$ cat config.mk
export PLATFORM = sky130hd
export DESIGN_NAME = fifo_reg16
export DESIGN_NICKNAME = d
export VERILOG_FILES = /design/src/rtl/fifo_reg16_pkg.sv /design/src/rtl/fifo_reg16_ptr_counter.sv /design/src/rtl/fifo_reg16.sv
export SDC_FILE = /design/constraint.sdc
export NUM_CORES = 1
export LEC_CHECK = 0
export CAP_MARGIN = 20
export CORE_MARGIN = 1
export CORE_UTILIZATION = 35
export CTS_BUF_LIST = sky130_fd_sc_hd__clkbuf_4 sky130_fd_sc_hd__clkbuf_8
export CTS_CLUSTER_SIZE = 12
export DETAILED_ROUTE_END_ITERATION = 8
export SYNTH_ARGS = -nofsm -noshare
export SYNTH_HDL_FRONTEND = slang
export SYNTH_SLANG_ARGS = --single-unit
export TNS_END_PERCENT = 5
$ cat constraint.sdc
create_clock -name clock -period 3.5 [get_ports clock]
set_input_delay 0.7 -clock clock [delete_from_list [all_inputs] [get_ports clock]]
set_output_delay 0.7 -clock clock [all_outputs]
set_load 0.02 [all_outputs]
$ cat src/rtl/fifo_reg16_pkg.sv
// fifo_reg16_pkg: shared memory defaults (WIDTH 16, DEPTH 8) and the log2 helper used to size pointers
package fifo_reg16_pkg;
  localparam int DEF_WIDTH = 16;
  localparam int DEF_DEPTH = 8;
  function automatic int log2(input int n);
    int r;
    r = 0;
    for (int v = n - 1; v > 0; v = v >> 1) r++;
    return r;
  endfunction
endpackage

$ cat src/rtl/fifo_reg16_ptr_counter.sv
// ptr_counter: AW-bit wrapping pointer; clock, reset_n (sync active-low), increment advances out by one mod 2**AW
module ptr_counter #(
  parameter int AW = 3
) (
  input  logic          clock,
  input  logic          reset_n,
  input  logic          increment,
  output logic [AW-1:0] out
);
  always_ff @(posedge clock) begin
    if (!reset_n) out <= '0;
    else if (increment) out <= out + 1'b1;
  end
endmodule

$ cat src/rtl/fifo_reg16.sv
// fifo_reg16: first-word-fall-through register FIFO; push/in write, pop/out head, full/empty/count status, sticky overflow/underflow
module fifo_reg16
  import fifo_reg16_pkg::*;
#(
  parameter int WIDTH = DEF_WIDTH,
  parameter int DEPTH = DEF_DEPTH,
  localparam int AW = log2(DEPTH)
) (
  input  logic             clock,
  input  logic             reset_n,
  input  logic             push,
  input  logic [WIDTH-1:0] in,
  input  logic             pop,
  output logic [WIDTH-1:0] out,
  output logic             full,
  output logic             empty,
  output logic [AW:0]      count,
  output logic             overflow,
  output logic             underflow
);
  logic [WIDTH-1:0] mem [DEPTH];
  logic [AW-1:0] wr_ptr, rd_ptr;
  logic do_push, do_pop;
  assign full = count == (AW + 1)'(DEPTH);
  assign empty = count == '0;
  assign do_push = push & (~full | pop);
  assign do_pop = pop & ~empty;
  assign out = mem[rd_ptr];
  ptr_counter #(.AW(AW)) u_wr (.clock(clock), .reset_n(reset_n), .increment(do_push), .out(wr_ptr));
  ptr_counter #(.AW(AW)) u_rd (.clock(clock), .reset_n(reset_n), .increment(do_pop), .out(rd_ptr));
  always_ff @(posedge clock) begin
    for (int k = 0; k < DEPTH; k++)
      if (do_push && wr_ptr == AW'(k)) mem[k] <= in;
  end
  always_ff @(posedge clock) begin
    if (!reset_n) begin
      count <= '0;
      overflow <= 1'b0;
      underflow <= 1'b0;
    end else begin
      count <= (do_push & ~do_pop) ? count + 1'b1 : (do_pop & ~do_push) ? count - 1'b1 : count;
      if (push & full & ~pop) overflow <= 1'b1;
      if (pop & empty & ~push) underflow <= 1'b1;
    end
  end
endmodule

## Word-level counts from Yosys, hierarchy flattened

Memory sizes are Yosys's and may differ from the RTL's. A register that Yosys moved wholly into a read port is not among the register bits.
Cells that the tools add are included.

- Flip-flop bits (word level): 12
- RAM bits: 128
- Output and inout bits: 24
- Word-level logic and storage cells: 92
- Memories: 1

- Add/subtract/negate cells: 4
- Equality and inequality tests: 8
- Muxes and demuxes: 41
- Bitwise operators: 15
- Reduce and logical (&&, ||, !) cells: 18

Memories:

| name | depth | width | rd ports | clocked after Yosys merged registers in | write ports | RTL line | text |
|---|---|---|---|---|---|---|---|
| mem | 8 | 16 | 1 | 1 | 1 | fifo_reg16.sv:21 | `logic [WIDTH-1:0] mem [DEPTH];` |

Operators with widths:

| kind | number |
|---|---|
| 16-bit two-way mux | 7 |
| 16-bit OR reduction | 7 |
| 3-bit two-way mux | 9 |
| 1-bit two-way mux | 23 |
| 3-bit == test (second input constant) | 4 |
| 1-bit AND | 8 |
| 1-bit logical AND | 8 |
| 4-bit two-way mux | 2 |
| 3-bit by 1-bit adder with 3-bit output (second input constant) | 2 |
| 3-bit by 2-bit == test with 1-bit output (second input constant) | 2 |
| 1-bit NOT | 6 |
| 4-bit by 1-bit adder with 4-bit output (second input constant) | 1 |
| 4-bit == test (second input constant) | 1 |
| 4-bit zero test | 1 |
| 4-bit by 1-bit subtractor with 4-bit output (second input constant) | 1 |
| 3-bit by 1-bit == test with 1-bit output (second input constant) | 1 |
| 3-bit zero test | 1 |
| 2-bit nonzero test | 1 |
| 1-bit OR | 1 |

## Logic depth before layout (Yosys ltp)

Gate-level depths: netlist of the first run.

- Depth after elaboration: 15
- Gate-level depth with buffers: 10
- Gate-level depth less buffers: 9

## Hierarchy

From an unflattened synthesis of the first run, not the netlist that was laid out.

- Cells, all modules: 261
- Area total of the unflattened synthesis: 5582.9 µm²

By module, submodules not included:

| module | times used | cells an instance | area an instance (µm²) | sequential area each (µm²) |
|---|---|---|---|---|
| fifo_reg16 | 1 | 237 | 5327.6 | 3963.8 |
| ptr_counter | 2 | 12 | 127.6 | 60.1 |

## Worst setup path after synthesis of the first run

No wires, ideal clock.

- Kind: register -> register
- From: register count[0]
- To: register count[3]
- Arrival time: 2531 ps
- Data required time: 3428 ps
- Setup slack: 897 ps
- Cell stages (with the launch flop): 11
- Path buffers: 1
- Clock period less this slack: 2603 ps
- Cells stage by stage: dfxtp_1 > or4b_4 > o21a_4 > buf_6 > ha_1 > inv_1 > ha_1 > a21oi_1 > a211oi_1 > a31oi_1 > mux2i_1

- Longest elaborated chain between the ends: 7
- Elaborated cells on any way between the ends: 16
- Those cells by class: add/sub: 2; eq/ne: 1; mux: 2; bitwise: 9; reduce/logical: 2

RTL lines:

| item | RTL line | text |
|---|---|---|
| from (decl) | fifo_reg16.sv:17 | `output logic [AW:0] count,` |
| from (signal assigned) | fifo_reg16.sv:41 | `count <= (do_push & ~do_pop) ? count + 1'b1 : (do_pop & ~do_push) ? count - 1'b1 : count;` |
| 4-bit == test * | fifo_reg16.sv:24 | `assign full = count == (AW + 1)'(DEPTH);` |
| 1-bit NOT * | fifo_reg16.sv:26 | `assign do_push = push & (~full \| pop);` |
| 1-bit OR * | fifo_reg16.sv:26 |  |
| 1-bit AND * | fifo_reg16.sv:26 |  |
| via do_push | fifo_reg16.sv:23 | `logic do_push, do_pop;` |
| 1-bit NOT | fifo_reg16.sv:41 |  |
| 1-bit AND | fifo_reg16.sv:41 |  |
| 2-bit nonzero test (no source line) | n/a |  |

Mark *: on every way through the listed nets, which the timed path passes. The rest lies on a longest branch. The select of a mux whose other input is x is not followed.
A chain may end at the register's enable or synchronous reset.

==> metrics, run 1 <==
outcome=finished, final reports clean; initial antenna violation count=0; CTS Buf Count=17; Final Hold Vio Count=0; post-route clock period utilization=94.90%; Starting Density=36.30%; Arr. time, crit path=2620 ps; DIE WIDTH=128.5 µm; Max IR drop VDD=0.3678 mV; CTS Hold Bufs=0; TritonCTS clock tree=done; Setup crit start kind=flip-flop; yosys warns=0; Slew @ Worst Pin=600.1 ps; first-pass GRT wire length=16040 µm; gp weighted congestion=0.6825; share of cells above drive strength 1=28.12%; Post-Syn Nets=299; fin. max-slew vios=0; Leakage=2.246 nW; Clock Skew=11.28 ps; # rows=45; Vias=2671; Synth top area share=68.63%; Area Growth Syn to Fin=21.65%; Fillers=1357; Req. time, crit path=2800 ps; Final ANT Viol Nets=0; Worst Setup Path Type=reg -> out; minimum clock period=3321 ps; Root Buffer=clkbuf_8; syn avg cell area=20.90 µm²; CTS Buffer Depth=2; Placed Cells=524; # nets final=363; Fin Setup TNS=0 ps; CTS H-tree lvls=4; DR WL/cell=18.27 µm; DRT Pass-1 Iters=4; leading area contributor after synthesis=edfxtp_1; Crit Path Max Fanout=12; top cells by area, synth=edfxtp_1, mux4_2, dfxtp_1; Post-Syn Area=5600 µm²; flops & latches, synth=143; post-route design area=6813 µm²; pwr/cell area=709.5 nW/µm²; Final Setup Violations=0; final worst slack=178.6 ps; pre-CTS setup slack=590.9 ps; clock sink count=143; Post-CTS Setup Inserts=0; post-cts sizing count=0; clk_lat worst skew=450 ps; port bufs=43; largest net degree at the start of global routing=33; Worst-path clk slew=80 ps; Die Ht=128.5 µm; Worst Hold Class=reg -> reg; multi-input logic area=1374 µm²; hold_ws=469.3 ps; Fmax=0.3011 GHz; DRC=0; sequential cell area=4145 µm²; CP max-delay cell=dfxtp_2; maxcap violations=0; Slew HR=59.56%; CP Cell Sequence=buf_12 -> mux4_2 -> mux2_2 -> clkdlybuf4s50_1; CP Capture Type=output port; I/O pin count=44; placed cell area=6370 µm²; final std cells w/o fill=556; unrepaired setup endpoints after global routing=false; Detailed Route WL=10160 µm; gr ovfl total=0; die area=16510 µm²; max incr delay on CP=600 ps; DR iter-0 viols=151; diode count=0; hpwl dp=5792 µm; core area=15430 µm²; Synth Instances=268; Total Routing Usage GR=13.75%; Unique masters post-synth=32; number of global-route vias before repair=2850; post-DR vias/cell=4.804; sequential-to-total area share from yosys stat=73.99%
cells in the mapped netlist:
master and number:
nand2_1 4, nand2b_1 1, mux2_2 16, a21oi_1 1, fa_1 1, buf_2 3, ha_1 10, buf_6 1
or4b_4 1, o211a_1 1, nor3_1 1, a211oi_1 1, inv_1 7, and2_1 8, xor2_1 1, dfxtp_1 15
mux4_2 32, and3_1 6, nor4_1 1, o21a_1 1, a31oi_1 2, mux2i_1 3, xnor2_1 4, o21ai_0 2
clkbuf_1 7, buf_1 1, o41ai_2 1, edfxtp_1 128, nor2_1 2, o21a_4 1, nor2b_1 3, nand3_1 2
area by class of cell:
| type | count | share of cell area, % |
|---|---|---|
| Clock buffer | 17 | 3.434 |
| Clock inverter | 15 | 3.067 |
| Inverter | 7 | 0.3857 |
| Multi-Input combinational cell | 106 | 20.17 |
| Sequential cell | 143 | 60.84 |
| Tap cell | 211 | 3.875 |
| Timing Repair Buffer | 57 | 8.228 |
report_power, final:
group          switching, mW  internal [mW]
Combinational          0.581          0.727
Sequential             0.100           1.98
Clock                  0.653          0.787
Total                   1.33           3.50
cell usage in the layout, fill, tap and decap left out, drive strengths merged:
cell type,count
a211oi,1
a21oi,1
a31oi,2
and2,8
and3,6
buf,14
bufinv,4
clkbuf,17
clkdlybuf4s50,43
clkinv,6
clkinvlp,1
dfxtp,15
edfxtp,128
fa,1
ha,10
inv,11
mux2,16
mux2i,3
mux4,32
nand2,4
nand2b,1
nand3,2
nor2,2
nor2b,3
nor3,1
nor4,1
o211a,1
o21a,2
o21ai,2
o41ai,1
or4b,1
xnor2,4
xor2,1
path summary, 6_finish.rpt:
kind	end	cells past startpoint	startpoint	slack, ps
worst max-delay path	out[4]	4	flip-flop	180
worst min-delay path	overflow	1	overflow	470
worst max register to register	count[3]	9	count[0]	770
worst min register to register	overflow	1	overflow	470
registers in the layout (all words and copies together) (netlist names), named ones only:
name       cells
count          4
mem          128
overflow       1
u_rd.out       3
u_wr.out       3
underflow      1
layer usage:
metal / part of all wire [%] / wire, µm / GRT usage [%] / vias up
met4: 1.9 / 193 / 5.744 / 0
met1: 45 / 4612 / 17.13 / 1375
met2: 48 / 4855 / 21.75 / 68
met5: 0 / 0 / 0 / -
li1: - / - / - / 1210
met3: 4.9 / 499 / 4.990 / 18
logic make-up (layout without fill, tap and decap cells):
family                     Yosys count  count (layout)  synth area share (%)
adders and majority gates           11              11                 2.592
AOI/OAI and AO/OA                   10              10                 1.497
buffers and inverters               19              96                 1.475
xor gates and xnor gates             5               5                0.7819
and+or+nand+nor                     29              29                 3.039
DFF                                143             143                 73.99
muxes                               51              51                 16.62
stage by stage:
step / util, % / total power [mW]
6_report: 44.16 / 4.834
2_1_floorplan: - / 2.959
4_1_cts: 44.16 / 4.899
3_3_place_gp: 41.29 / 3.431
3_5_place_dp: 41.29 / 3.455
5_1_grt: 44.16 / 5.078
worst max-delay path, delay by kind of cell, from the launching register on:
kind                   cells  cell delay, ps
flip-flops                 1             600
buffers and inverters      2             770
multiplexers               2             800
Power figures use the tool's default switching activity.
==> run 2, diff against run 1 <==
Settings changed: CORE_MARGIN 1 to default, CTS_BUF_LIST sky130_fd_sc_hd__clkbuf_4 sky130_fd_sc_hd__clkbuf_8 to sky130_fd_sc_hd__clkbuf_8, GPL_TIMING_DRIVEN from default to 0.
==> run 2 against run 1 <==
Effect of this change:
- core utilization down 0.91 points
- first-iteration DRC count up 66%
- routed wire length up 0.38%
- critical path depth up 1
- sequential share of layout area up 1.3 points
- non-clock buffer count down 2
- worst hold slack better by 18 ps
- setup slack worse by 84 ps
- via count down 1.9%
- final area down 2.1%
- clock power down 16%
- combinational power about the same
- largest cell class unchanged
- largest power group unchanged
==> metrics, run 2 (synthesis results as in run 1) <==
Detailed Route WL=10200 µm (+0.38%); power share of the clock group=26.3% (-3.5 points); final std cells w/o fill=553 (-0.54%); CP Buf/Inv Count=3 (+1); Net Sw Power=1.291 mW (-3.3%); initial antenna violation count=0 (unchanged); CTS H-tree lvls=4 (unchanged); Root Buffer=clkbuf_8; core area=15430 µm² (unchanged); Die Ht=128.5 µm (unchanged); I/O pin count=44 (unchanged); first-pass GRT wire length=15510 µm (-3.3%); max FFs per register=128 (unchanged); outcome=finished, final reports clean; maxcap violations=0 (unchanged); DRT Pass-1 Iters=4 (unchanged); diode count=0 (unchanged); DIE WIDTH=128.5 µm (unchanged); pwr/cell area=688.5 nW/µm² (-3.0%); # nets final=361 (-0.55%); post-DR vias/cell=4.738 (-1.4%); Slew @ Worst Pin=1030 ps (+429.6 ps); top flop regs=mem x128, count x4; CP max-delay cell=clkdlybuf4s50_1; gp weighted congestion=0.6828 (about the same); DR iter-0 viols=251 (+66%); hpwl dp=6134 µm (+5.9%); max incr delay on CP=540 ps (-60 ps); most common cell after layout, fill and taps aside=edfxtp_1; post-route design area=6673 µm² (-2.1%); CP Capture Type=output port; Comb pwr share=29.0% (+1.9 points); largest net degree at the start of global routing=17 (-48%); Max IR drop VDD=0.3468 mV (-5.7%); Cell Int Power=3.302 mW (-5.6%); Slew HR=31.35% (-28 points); Final Hold Vio Count=0 (unchanged); CP delay by family, top=buffers and inverters; Worst Hold Class=reg -> reg; placed cell area=6295 µm² (-1.2%); Vias=2620 (-1.9%); Worst-path clk slew=70 ps (about the same); register share of total power=44.6% (+1.5 points); hold_ws=487.7 ps (+18.35 ps); Leakage=2.167 nW (-3.5%); Fillers=1400 (+3.2%); minimum clock period=3406 ps (+84.10 ps); Final ANT Viol Nets=0 (unchanged); Most flops, register=mem; Total Routing Usage GR=13.42% (-0.34 points); DR WL/cell=18.44 µm (+0.93%); clk_lat worst skew=440 ps (about the same); post-route clock period utilization=97.30% (+2.4 points); fin. max-slew vios=0 (unchanged); TritonCTS clock tree=done; Setup crit start kind=flip-flop; Clock Skew=9.698 ps (-1.580 ps); CTS Buffer Depth=2 (unchanged); unrepaired setup endpoints after global routing=true; most frequent cells in the layout=edfxtp_1, clkdlybuf4s50_1, mux4_2, clkbuf_8, mux2_2; sw frac=28.11% (+0.49 points); DRC=0 (unchanged); Crit Path Max Fanout=10 (-2); Arr. time, crit path=2710 ps (+90 ps); port bufs=43 (unchanged); Fmax=0.2936 GHz (-2.5%); die area=16510 µm² (unchanged); Starting Density=36.30% (unchanged); CTS Hold Bufs=0 (unchanged); # rows=45 (unchanged); clock sink count=143 (unchanged); share of cells above drive strength 1=24.85% (-3.3 points); Req. time, crit path=2800 ps (about the same); gr ovfl total=0 (unchanged); Final Setup Violations=0 (unchanged); CTS Buf Count=17 (unchanged); number of global-route vias before repair=2759 (-3.2%); Area Growth Syn to Fin=19.15%; multi-input logic area=1374 µm² (unchanged); sequential cell area=4144 µm² (about the same); CP Cell Sequence=clkbuf_1 -> buf_4 -> mux4_2 -> mux2_2 -> clkdlybuf4s50_1; Worst Setup Path Type=reg -> out; Placed Cells=522 (-0.38%)
[run 2: what timing repair did]
action                     in CTS  in global routing
gates resized for setup         4                  6
setup buffers                   0                  0
setup endpoints to repair      16                 16
gates cloned                    0                  0
[run 2: stage by stage]
step	TNS, ps	worst slack [ps]	utilization [%]	total power, mW
floorplan	0	897.0	-	2.959
CTS	0	0.1985	43.21	4.651
detailed placement	0	414.0	40.80	3.433
global placement	0	418.6	40.80	3.408
finish	0	94.47	43.25	4.594
global route	-527.4	-59.91	43.25	4.825
[run 2: final cells by class]
cell class                      instances  share of cell area [%]
Multi-Input combinational cell        106                   20.59
Timing Repair Buffer                   43                   6.450
Tap cell                              211                   3.956
Inverter                                7                  0.3938
Clock inverter                         14                   1.931
Buffer                                 12                   1.069
Clock buffer                           17                   3.506
Sequential cell                       143                   62.10
[run 2: power groups by stage]
stage	clock (mW)	sequential [mW]	combinational [mW]
final	1.21	2.05	1.33
after global routing	1.32	2.06	1.44
after CTS	1.24	2.05	1.36
after detailed placement	0	2.09	1.34
after global placement	0	2.08	1.33
after floorplan	0	2.09	0.865
[run 2: routing by layer]
metal | part of all wire, % | vias to the layer above | track usage, % | wire (µm)
met5 | 0 | - | 0 | 0
met4 | 0.75 | 0 | 4.360 | 76
met3 | 5.5 | 8 | 4.823 | 558
met2 | 48 | 59 | 21.46 | 4935
met1 | 45 | 1353 | 17.03 | 4628
li1 | - | 1200 | - | -
[run 2: path summary, 6_finish.rpt]
kind	slack (ps)	cells after the start	start	to
max	90	5	flip-flop	out[12]
min	490	1	overflow	overflow
max reg2reg	760	10	count[0]	count[3]
min reg2reg	490	1	overflow	overflow
==> run 3, diff against run 2 <==
Settings changed: ABC_CLOCK_PERIOD_IN_PS from default to 3500, SETUP_SLACK_MARGIN from default to 0.4, SLEW_MARGIN from default to 30.
==> run 3 against run 2 <==
Effect of this change:
- power grew 0.60%
- non-clock buffer count increased by 1
- clock power hardly changed
- routed wire length about the same
- core utilization increased by 0.35 points
- critical path type unchanged
- highest routed layer unchanged
==> metrics, run 3 (synthesis results as in run 1) <==
DIE WIDTH=128.5 µm (unchanged); number of global-route vias before repair=2766 (+0.25%); Root Buffer=clkbuf_8; share of cells above drive strength 1=27.70% (+2.8 points); port bufs=43 (unchanged); hold_ws=487.7 ps (+0.01600 ps); gp weighted congestion=0.6828 (unchanged); Most flops, register=mem; Total Power=4.621 mW (+0.60%); final std cells w/o fill=554 (+0.18%); Clock Skew=8.860 ps (-0.8386 ps); Die Ht=128.5 µm (unchanged); CP max-delay cell=clkdlybuf4s50_1; core area=15430 µm² (unchanged); Vias=2630 (+0.38%); Leakage=2.196 nW (+1.4%); initial antenna violation count=0 (unchanged); CP Buf/Inv Count=3 (unchanged); hpwl dp=6134 µm (unchanged); post-DR vias/cell=4.747 (+0.20%); Req. time, crit path=2800 ps (about the same); Setup crit start kind=flip-flop; CTS Buffer Depth=2 (unchanged); DRC=0 (unchanged); Slew @ Worst Pin=547.2 ps (-482.5 ps); Final Hold Vio Count=0 (unchanged); Arr. time, crit path=2520 ps (-190 ps); first-pass GRT wire length=15530 µm (+0.13%); Worst Hold Class=reg -> reg; Area Growth Syn to Fin=20.11%; CP Cell Sequence=buf_2 -> buf_8 -> mux4_2 -> mux2_2 -> clkdlybuf4s50_1; most frequent cells in the layout=edfxtp_1, clkdlybuf4s50_1, mux4_2, clkbuf_8, mux2_2; CP Capture Type=output port; Worst Setup Path Type=reg -> out; placed cell area=6295 µm² (unchanged); minimum clock period=3217 ps (-188.3 ps); pre-CTS setup slack=414.0 ps (unchanged); Fin Setup TNS=0 ps (unchanged); clock sink count=143 (unchanged); final worst slack=282.8 ps (+188.3 ps); # nets final=362 (+0.28%); gr ovfl total=0 (unchanged); DR WL/cell=18.41 µm (-0.16%); Crit Path Max Fanout=10 (unchanged); Starting Density=36.30% (unchanged); DR iter-0 viols=254 (+1.2%); CTS H-tree lvls=4 (unchanged); Max IR drop VDD=0.3467 mV (about the same); max FFs per register=128 (unchanged); post-route design area=6726 µm² (+0.81%); largest net degree at the start of global routing=17 (unchanged); clk_lat worst skew=440 ps (about the same); outcome=finished, final reports clean; Slew HR=63.12% (+32 points); DRT Pass-1 Iters=4 (unchanged); most common cell after layout, fill and taps aside=edfxtp_1; Util after Layout=43.60% (+0.35 points); Final ANT Viol Nets=0 (unchanged); fin. max-slew vios=0 (unchanged); Final Setup Violations=0 (unchanged); maxcap violations=0 (unchanged); Post-CTS Setup Inserts=0 (unchanged); Fmax=0.3108 GHz (+5.9%); Placed Cells=522 (unchanged); unrepaired setup endpoints after global routing=true; # rows=45 (unchanged); TritonCTS clock tree=done; CTS Buf Count=17 (unchanged); pwr/cell area=687.0 nW/µm² (-0.21%); post-route clock period utilization=91.92% (-5.4 points); diode count=0 (unchanged); Total Routing Usage GR=13.42% (about the same); Detailed Route WL=10200 µm (about the same); max incr delay on CP=540 ps (about the same); I/O pin count=44 (unchanged); Worst-path clk slew=70 ps (about the same); CP delay by family, top=buffers and inverters; die area=16510 µm² (unchanged); top flop regs=mem x128, count x4
run 3: changes by cell type in the layout (fill, tap and decap cells not counted), moves of 2 or more:
cell             before  now
and3_2                0    6
and3_1                6    0
buf_8                 0    3
clkbuf_1              4    2
clkdlybuf4s50_1      43   41
buf_4                 2    0
run 3: worst paths after layout:
check	startpoint	to	slack [ps]	cells past startpoint
setup / recovery	flip-flop	out[4]	280	5
hold / removal	overflow	overflow	490	1
setup reg to reg	count[0]	count[3]	770	10
hold reg to reg	overflow	overflow	490	1
run 3: timing repair:
item                                   CTS  global route
resized for setup                       13             6
hold buffers                             0             0
endpoints found under the hold margin    0             0
setup endpoints to repair               16            16
run 3: layer usage:
| layer | vias up | wire [µm] | GRT usage, % |
|---|---|---|---|
| met5 | - | 0 | 0 |
| li1 | 1202 | - | - |
| met1 | 1354 | 4518 | 17.00 |
| met2 | 65 | 4962 | 21.53 |
| met4 | 0 | 83 | 4.360 |
| met3 | 9 | 637 | 4.823 |
run 3: cell type report:
cell class | instances | area (µm²)
fill | 1398 | 8701
sequential | 143 | 4144
multi-input combinational | 106 | 1383
timing repair buffer | 44 | 446.7
tap | 211 | 264.0
clock buffer | 17 | 234.0
clock inverter | 14 | 128.9
buffer | 12 | 100.1
inverter | 7 | 26.28
run 3: where the power goes:
part | leakage [nW] | switching, mW | internal (mW)
clock | 0.181 | 0.594 | 0.614
sequential | 1.29 | 0.0650 | 1.98
combinational | 0.730 | 0.635 | 0.730
total | 2.20 | 1.29 | 3.33
